## src/rtl/xbus_pkg.sv

```systemverilog
// ---------------------------------------------------------------------------
// xbus_pkg
// Shared xbus definitions used by the initiator and its timeout counter.
//   ADDR_W / DATA_W : xbus word-address and data widths
//   xbus_state_e    : initiator transaction states
//   SPY_BASE        : base word address of the spy responder window
//   spy_match()     : true when an address falls in the 8-word spy window
// ---------------------------------------------------------------------------
package xbus_pkg;

  localparam int unsigned ADDR_W = 22;
  localparam int unsigned DATA_W = 32;

  localparam logic [ADDR_W-1:0] SPY_BASE = 22'o17766000;

  typedef enum logic [1:0] {
    IDLE  = 2'd0,
    BUSY  = 2'd1,
    DONE  = 2'd2,
    DRAIN = 2'd3
  } xbus_state_e;

  // The spy responder decodes the low three address bits itself, so the
  // window match only looks at the bits above them.
  function automatic logic spy_match(input logic [ADDR_W-1:0] a);
    return a[ADDR_W-1:3] == SPY_BASE[ADDR_W-1:3];
  endfunction

endpackage

```

## src/rtl/xbus_timeout.sv

```systemverilog
// ---------------------------------------------------------------------------
// xbus_timeout
// Saturating cycle counter used to bound how long the initiator waits for ack.
//   clk, reset : clock and asynchronous active-high reset
//   clr        : synchronous clear to zero (wins over en)
//   en         : count one cycle; holds once LIMIT is reached
//   expired    : high while the count equals LIMIT
// Parameters: LIMIT (terminal count), WIDTH (counter width, LIMIT < 2^WIDTH).
// ---------------------------------------------------------------------------
module xbus_timeout #(
  parameter int unsigned LIMIT = 255,
  parameter int unsigned WIDTH = 8
) (
  input  logic clk,
  input  logic reset,
  input  logic clr,
  input  logic en,
  output logic expired
);

  localparam logic [WIDTH-1:0] LIMIT_W = WIDTH'(LIMIT);

  logic [WIDTH-1:0] cnt_q;
  logic [WIDTH-1:0] cnt_d;

  // Next count: clear first, otherwise step up but never past LIMIT.
  always_comb begin
    cnt_d = cnt_q;
    if (clr) begin
      cnt_d = '0;
    end else if (en && (cnt_q != LIMIT_W)) begin
      cnt_d = cnt_q + WIDTH'(1);
    end
  end

  // Count register.
  always_ff @(posedge clk or posedge reset) begin
    if (reset) begin
      cnt_q <= '0;
    end else begin
      cnt_q <= cnt_d;
    end
  end

  assign expired = (cnt_q == LIMIT_W);

endmodule

```

## src/rtl/xbus_initiator.sv

```systemverilog
// ---------------------------------------------------------------------------
// xbus_initiator
// Single-outstanding xbus master. Accepts one host command at a time, runs
// it as an xbus read or write, reports completion with a one-cycle rsp_valid
// pulse, then waits for the responder's delayed ack to fall before taking
// the next command.
//
// Host side : cmd_valid/cmd_ready/cmd_write/cmd_addr/cmd_data in,
//             rsp_valid/rsp_data/rsp_err out.
// Bus side  : req/write/addr/dataout out, datain/ack/decode in.
// Debug     : busy_nodecode, high while BUSY and no responder decodes.
//
// Build option: define XBUS_INITIATOR_TIMEOUT_EN to build the timeout
// counter (TIMEOUT/TWIDTH). Without it BUSY waits for ack indefinitely and
// rsp_err never asserts.
// ---------------------------------------------------------------------------
module xbus_initiator
  import xbus_pkg::*;
#(
  parameter int unsigned TIMEOUT = 255,
  parameter int unsigned TWIDTH  = 8
) (
  input  logic              clk,
  input  logic              reset,
  // host command / response
  input  logic              cmd_valid,
  output logic              cmd_ready,
  input  logic              cmd_write,
  input  logic [ADDR_W-1:0] cmd_addr,
  input  logic [DATA_W-1:0] cmd_data,
  output logic              rsp_valid,
  output logic [DATA_W-1:0] rsp_data,
  output logic              rsp_err,
  // xbus
  output logic              req,
  output logic              write,
  output logic [ADDR_W-1:0] addr,
  output logic [DATA_W-1:0] dataout,
  input  logic [DATA_W-1:0] datain,
  input  logic              ack,
  input  logic              decode,
  output logic              busy_nodecode
);

  xbus_state_e       state_q, state_d;
  logic [ADDR_W-1:0] addr_q, addr_d;
  logic              write_q, write_d;
  logic [DATA_W-1:0] dataout_q, dataout_d;
  logic [DATA_W-1:0] rsp_data_q, rsp_data_d;
  logic              rsp_err_q, rsp_err_d;
  logic              timeout_hit;

`ifdef XBUS_INITIATOR_TIMEOUT_EN
  logic timer_clr;
  logic timer_en;
  logic timer_expired;

  // The counter restarts at command acceptance and only runs while the
  // request is outstanding without an ack.
  assign timer_clr = (state_q == IDLE) && cmd_valid;
  assign timer_en  = (state_q == BUSY) && !ack;

  xbus_timeout #(
    .LIMIT (TIMEOUT),
    .WIDTH (TWIDTH)
  ) u_timeout (
    .clk     (clk),
    .reset   (reset),
    .clr     (timer_clr),
    .en      (timer_en),
    .expired (timer_expired)
  );

  assign timeout_hit = timer_expired;
`else
  logic unused_cfg;

  assign unused_cfg  = ^{TIMEOUT, TWIDTH};
  assign timeout_hit = 1'b0;
`endif

  // Next-state and datapath: bus fields are loaded only on acceptance so
  // they stay stable for the whole request; the response is loaded only
  // when leaving BUSY. Ack is checked before the timeout so a same-cycle
  // ack still completes the transfer cleanly.
  always_comb begin
    state_d    = state_q;
    addr_d     = addr_q;
    write_d    = write_q;
    dataout_d  = dataout_q;
    rsp_data_d = rsp_data_q;
    rsp_err_d  = rsp_err_q;

    case (state_q)
      IDLE: begin
        if (cmd_valid) begin
          addr_d    = cmd_addr;
          write_d   = cmd_write;
          dataout_d = cmd_data;
          state_d   = BUSY;
        end
      end
      BUSY: begin
        if (ack) begin
          rsp_data_d = write_q ? '0 : datain;
          rsp_err_d  = 1'b0;
          state_d    = DONE;
        end else if (timeout_hit) begin
          rsp_data_d = '0;
          rsp_err_d  = 1'b1;
          state_d    = DONE;
        end
      end
      DONE: begin
        state_d = DRAIN;
      end
      DRAIN: begin
        // Responders hold ack for a few cycles after req falls; waiting it
        // out keeps a stale ack from completing the next request early.
        if (!ack) begin
          state_d = IDLE;
        end
      end
      default: begin
        state_d = IDLE;
      end
    endcase
  end

  // State and datapath registers.
  always_ff @(posedge clk or posedge reset) begin
    if (reset) begin
      state_q    <= IDLE;
      addr_q     <= '0;
      write_q    <= 1'b0;
      dataout_q  <= '0;
      rsp_data_q <= '0;
      rsp_err_q  <= 1'b0;
    end else begin
      state_q    <= state_d;
      addr_q     <= addr_d;
      write_q    <= write_d;
      dataout_q  <= dataout_d;
      rsp_data_q <= rsp_data_d;
      rsp_err_q  <= rsp_err_d;
    end
  end

  // Control outputs decode straight from the state register, so reset
  // drops req asynchronously and nothing depends combinationally on ack.
  assign cmd_ready     = (state_q == IDLE);
  assign req           = (state_q == BUSY);
  assign rsp_valid     = (state_q == DONE);
  assign write         = write_q;
  assign addr          = addr_q;
  assign dataout       = dataout_q;
  assign rsp_data      = rsp_data_q;
  assign rsp_err       = rsp_err_q;
  assign busy_nodecode = (state_q == BUSY) && !decode;

endmodule
```

## config.mk

```make
export PLATFORM = sky130hd
export DESIGN_NAME = xbus_initiator
export DESIGN_NICKNAME = d
export VERILOG_FILES = /design/src/rtl/xbus_pkg.sv /design/src/rtl/xbus_timeout.sv /design/src/rtl/xbus_initiator.sv
export SDC_FILE = /design/constraint.sdc
export NUM_CORES = 1
export LEC_CHECK = 0
export CAP_MARGIN = 10
export CORE_ASPECT_RATIO = 1.75
export CORE_UTILIZATION = 43
export DETAILED_ROUTE_END_ITERATION = 12
export GPL_TIMING_DRIVEN = 0
export PLACE_DENSITY = 0.86
export SYNTH_ARGS = -nofsm -noshare
export SYNTH_HDL_FRONTEND = slang
export SYNTH_SLANG_ARGS = --single-unit
export TNS_END_PERCENT = 1
```

## constraint.sdc

```tcl
create_clock -name clk -period 6 [get_ports clk]
set_input_delay 1.2 -clock clk [delete_from_list [all_inputs] [get_ports clk]]
set_output_delay 1.2 -clock clk [all_outputs]
set_load 0.02 [all_outputs]
```

==> impl_metrics.yaml, run 1 <==
critical_path:
  r2r_start: "state_q[0]"
  path_common_cell: "clkdlybuf4s50_1"
  path_class: "primary input to primary output"
  arrival_ns: 2.32
  crit_slowest_cell: "clkdlybuf4s50_1"
  startpoint: "decode"
  end_kind: "primary output"
  cp_top_family: "buffers and inverters"
  reg2reg_depth: 5
  r2r_end: "addr[18]"
  crit_path_start_kind: "primary input"
  cp.required_ns: 4.80
  cp_num_buf_inv: 2
  reg2reg_slack_ns: 4.32
  critPathMaxStageDelay_ns: 0.61
  cp_max_fo: 1
  worstPathCellList: "clkdlybuf4s50_1 > nor2b_1 > clkdlybuf4s50_1"
cts:
  hold_buffers: 0
  cts-resized-gates: 0
  cts-root-buf: "clkbuf_16"
  clk_pin_slew_worst_paths_ns: 0.06
  cts_setup_buffers: 0
  tritoncts: "yes"
  htree_levels: 3
  cts_buffer_depth: 2
  cts_buffers: 9
  insertion_delay_ns: 0.33
  cts.sinks: 89
die:
  die_x_um: 71.14
  die_height_um: 123.0
  die_area_um2: 8750
  initial_utilization: 0.4487
  boundaryPins: 184
  fp-row-count: 43
  coreArea_um2: 8016
final_layout:
  final_cell_mix: "clkdlybuf4s50_1, dfrtp_1, mux2_2"
  final_util: 0.7308
  drive_gt1_frac: 0.1745
  multi_input_area_um2: 1244
  seq_area_um2: 2227
  diodes: 0
  area_delta_synth_final_pct: 62.85
  final_nets: 563
  num-fill-cells: 558
  mostFrequentLayoutCell: "clkdlybuf4s50_1"
logic_synthesis:
  synth_area_leader_cell: "dfrtp_1"
  netlist_instances: 272
  synth_nets: 369
  avgSynthCellArea_um2: 13.23
  ys_seq_elements: 89
  synth_area_um2: 3597
  synth_top_area_frac: 0.6191
  seq_area_frac_synth: 0.6191
  ys_top_cells_by_area: "dfrtp_1, mux2_2, nand2b_1"
  yosys_warnings: 0
  synth.distinct_cells: 17
grt:
  antenna_found_initial: 0
  gr-usage-all-layers: 0.2090
  grt_pass1_wl_um: 13780
  grt_pass1_vias: 2831
  gr-total-overflow: 0
  grt_max_degree: 49
hold_path:
  hp-class: "flop to flop"
  hold_start: "rsp_data[21]"
  hold_path_end: "rsp_data[21]"
  whs_path_depth: 2
routing:
  vias: 2715
  drt-total-wl_um: 9039
  drc: 11
  wl_per_cell_um: 16.14
  firstDrtPassIters: 8
  via_per_inst: 4.848
  drtIter0Drc: 130
  antenna_left: 0
timing:
  clock_skew_ns: 0.005486
  finalSetupViolCount: 0
  fin_setup_tns_ns: 0
  timing.slew.headroom: 0.6359
  rsz0062_at_grt: "false"
  period_minus_slack_ns: 3.519
  fmax_mhz: 284.2
  maxSlewViolCount: 0
  hold_viol: 0
  worst_slew_pin_slew_ns: 0.5462
  fin_crit_sh: 0.5865
placement:
  routabilityCongestion: 0.8621
  hpwlAfterDp_um: 6877
  portBuffers: 182
power:
  cellLeakagePower_nw: 2.530
  peakVddDrop_uv: 354.2
  pwr_density_cell_nw_per_um2: 559.0
outcome:
  status: "finished with violations"
  violations: "DRC"
run:
  max-cap-violations: 0
-- state kept, by name (all words and copies together), names as in the netlist --
signal	count
dataout	32
rsp_data	32
write	1
state_q	2
addr	22
-- final cells by class --
cell class	instances	share of cell area
Buffer	15	0.01901
Clock buffer	12	0.04378
Clock inverter	3	0.006835
Timing Repair Buffer	183	0.3157
Sequential cell	89	0.3802
Tap cell	90	0.01922
Multi-Input combinational cell	164	0.2123
Inverter	4	0.002990
-- cells in the mapped netlist --
cell,n
nand2_1,33
conb_1,1
nand2_4,1
dfrtp_1,89
mux2_2,53
buf_4,1
clkbuf_1,8
inv_1,4
clkbuf_8,5
o21ai_0,32
buf_2,1
ha_1,5
nand2b_1,32
mux2_4,4
o32a_1,1
a21oi_2,1
nor2b_1,1
-- worst max-delay path by stage --
| stage | cells after the start | endpoint |
|---|---|---|
| floorplan | 1 | addr[0] |
| global placement | 2 | rsp_data[4] |
| detailed placement | 3 | busy_nodecode |
| CTS | 3 | busy_nodecode |
| global route | 3 | busy_nodecode |
| finish | 3 | busy_nodecode |
-- logic make-up after synthesis --
group,count (synthesis),synth area share
buf+inv,19,0.03513
simple gates,67,0.09496
mux,57,0.1826
fa+ha+maj,5,0.01739
other cells,1,0.001042
compound gates,34,0.04974
flops,89,0.6191
-- where the power goes --
group	total (mW)	switching, mW	internal [mW]	leakage [nW]
registers	1.06	0.156	0.900	1.09
logic	1.67	0.790	0.877	1.29
clock network	0.552	0.211	0.342	0.148
-- per-layer routing --
layer	vias up	part of all wire	wire length, µm	track usage
met4	0	0.031	284	0.1050
met2	108	0.55	4979	0.3774
met1	1295	0.36	3275	0.2309
met5	-	0	0	0
met3	20	0.055	500	0.04075
li1	1292	-	-	-
-- worst min-delay path: cells and delay by family (launching register included) --
kind             cells  cell delay, ns
flip-flops           1            0.34
AO/OA/AOI/OAI        1            0.06
AND/OR/NAND/NOR      1            0.05
-- metrics by stage --
| stage | hold slack (ns) | cells | total power [mW] | setup slack [ns] | area [µm²] |
|---|---|---|---|---|---|
| final | 0.4774 | 560 | 3.275 | 2.481 | 5858 |
| after global routing | 0.5050 | 560 | 3.443 | 2.467 | 5858 |
| after CTS | 0.4828 | 560 | 3.312 | 2.483 | 5858 |
| after detailed placement | 0.4698 | 545 | 2.741 | 2.482 | 5562 |
| after global placement | 0.4635 | 544 | 2.685 | 1.209 | 5532 |
| after floorplan | 0.5339 | 272 | 1.927 | 2.493 | 3597 |
No activity file was read; power rests on OpenSTA's default activity.
==> run 2, diff against run 1 <==
- CORE_UTILIZATION: 43 -> 40
- PLACE_DENSITY: 0.86 -> 0.81
- clock period: 6 -> 3.7 ns (I/O delays scaled with it)
==> impl_metrics.yaml, run 2 (synthesized netlist as in run 1, its figures left out) <==
cts:
  cts_buffers: 9
  tritoncts: "yes"
  clk_pin_slew_worst_paths_ns: 0.06
  insertion_delay_ns: 0.33
  hold_buffers: 0
  cts-root-buf: "clkbuf_16"
  cts-resized-gates: 0
  htree_levels: 3
  cts_setup_buffers: 0
  cts.sinks: 89
  cts_buffer_depth: 2
power:
  total_power_mw: 5.290
  peakVddDrop_uv: 501.9
  pwr_density_cell_nw_per_um2: 898.9
  cellLeakagePower_nw: 2.525
die:
  die_area_um2: 9391
  boundaryPins: 184
  fp-row-count: 45
  die_height_um: 127.5
  coreArea_um2: 8727
  die_x_um: 73.69
  initial_utilization: 0.4122
final_layout:
  drive_gt1_frac: 0.1720
  final_cell_mix: "clkdlybuf4s50_1, dfrtp_1, mux2_2"
  design_area_um2: 5886
  mostFrequentLayoutCell: "clkdlybuf4s50_1"
  diodes: 0
  final_nets: 563
  area_delta_synth_final_pct: 63.62
critical_path:
  cp.required_ns: 2.96
  critPathMaxStageDelay_ns: 0.60
  end_kind: "primary output"
  cp_max_fo: 1
  crit_path_start_kind: "primary input"
  path_common_cell: "clkdlybuf4s50_1"
  crit_slowest_cell: "clkdlybuf4s50_1"
  cp_top_family: "buffers and inverters"
  arrival_ns: 1.86
  worstPathCellList: "clkdlybuf4s50_1 > nor2b_1 > clkdlybuf4s50_1"
  path_class: "primary input to primary output"
  cp_num_buf_inv: 2
routing:
  antenna_left: 0
  vias: 2709
  drc: 0
  firstDrtPassIters: 4
  drtIter0Drc: 54
  via_per_inst: 4.607
  drt-total-wl_um: 9003
  wl_per_cell_um: 15.31
timing:
  finalSetupViolCount: 0
  period_minus_slack_ns: 2.597
  hold_viol: 0
  fin_ws_ns: 1.103
  rsz0062_at_grt: "false"
  fin_crit_sh: 0.7018
  clock_skew_ns: 0.004348
  maxSlewViolCount: 0
  holdWs_ns: 0.4783
  fmax_mhz: 385.1
placement:
  post_dp_cell_area_um2: 5595
  routabilityCongestion: 0.7257
  portBuffers: 182
  hpwlAfterDp_um: 7079
  place_worst_setup_slack_ns: 1.094
grt:
  grt_pass1_wl_um: 14390
  antenna_found_initial: 0
  grt_max_degree: 65
  gr-usage-all-layers: 0.2063
  gr-total-overflow: 0
  grt_pass1_vias: 2995
run:
  max-cap-violations: 0
outcome:
  status: "finished clean"
hold_path:
  hp-class: "flop to flop"
[run 2: cell type report]
| cell class | instances | area, µm² |
|---|---|---|
| Timing Repair Buffer | 183 | 1849 |
| Tap cell | 117 | 146.4 |
| Sequential cell | 89 | 2227 |
| Clock inverter | 3 | 40.04 |
| Clock buffer | 13 | 250.2 |
| Fill cell | 697 | 2841 |
| Buffer | 15 | 111.4 |
| Multi-Input combinational cell | 164 | 1244 |
| Inverter | 4 | 17.52 |
[run 2: routing by layer]
metal	vias up	wire length, µm	GRT usage	part of all wire
li1	1292	-	-	-
met1	1302	3042	0.2020	0.34
met2	98	5164	0.3859	0.57
met3	17	551	0.04732	0.061
met4	0	245	0.1075	0.027
met5	-	0	0	0
[run 2: power breakdown]
part | internal, mW | total [mW] | switching (mW) | leakage (nW)
Combinational | 1.42 | 2.69 | 1.27 | 1.29
Sequential | 1.46 | 1.71 | 0.255 | 1.09
Clock | 0.540 | 0.883 | 0.343 | 0.144
[run 2: stage by stage]
stage	cells	util	setup TNS (ns)
floorplan	272	-	0
global placement	571	0.6377	-58.63
detailed placement	572	0.6411	0
CTS	588	0.6744	0
global route	588	0.6744	0
finish	588	0.6744	0
[run 2: final timing paths]
kind                               from             to  slack, ns  depth (start not counted)
min                        rsp_data[27]   rsp_data[27]       0.48                          2
min reg2reg                rsp_data[27]   rsp_data[27]       0.48                          2
max                              decode  busy_nodecode       1.10                          3
max in group asynchronous         reset    dataout[18]       2.35                          3
max reg2reg                  state_q[0]       addr[18]       2.01                          5
min in group asynchronous         reset   rsp_data[19]       0.74                          2
[run 2: worst min-delay path: cells and delay by family, from the launching register on]
family	cells	cell delay, ns
AOI/OAI and AO/OA	1	0.06
DFF	1	0.34
and+or+nand+nor	1	0.05
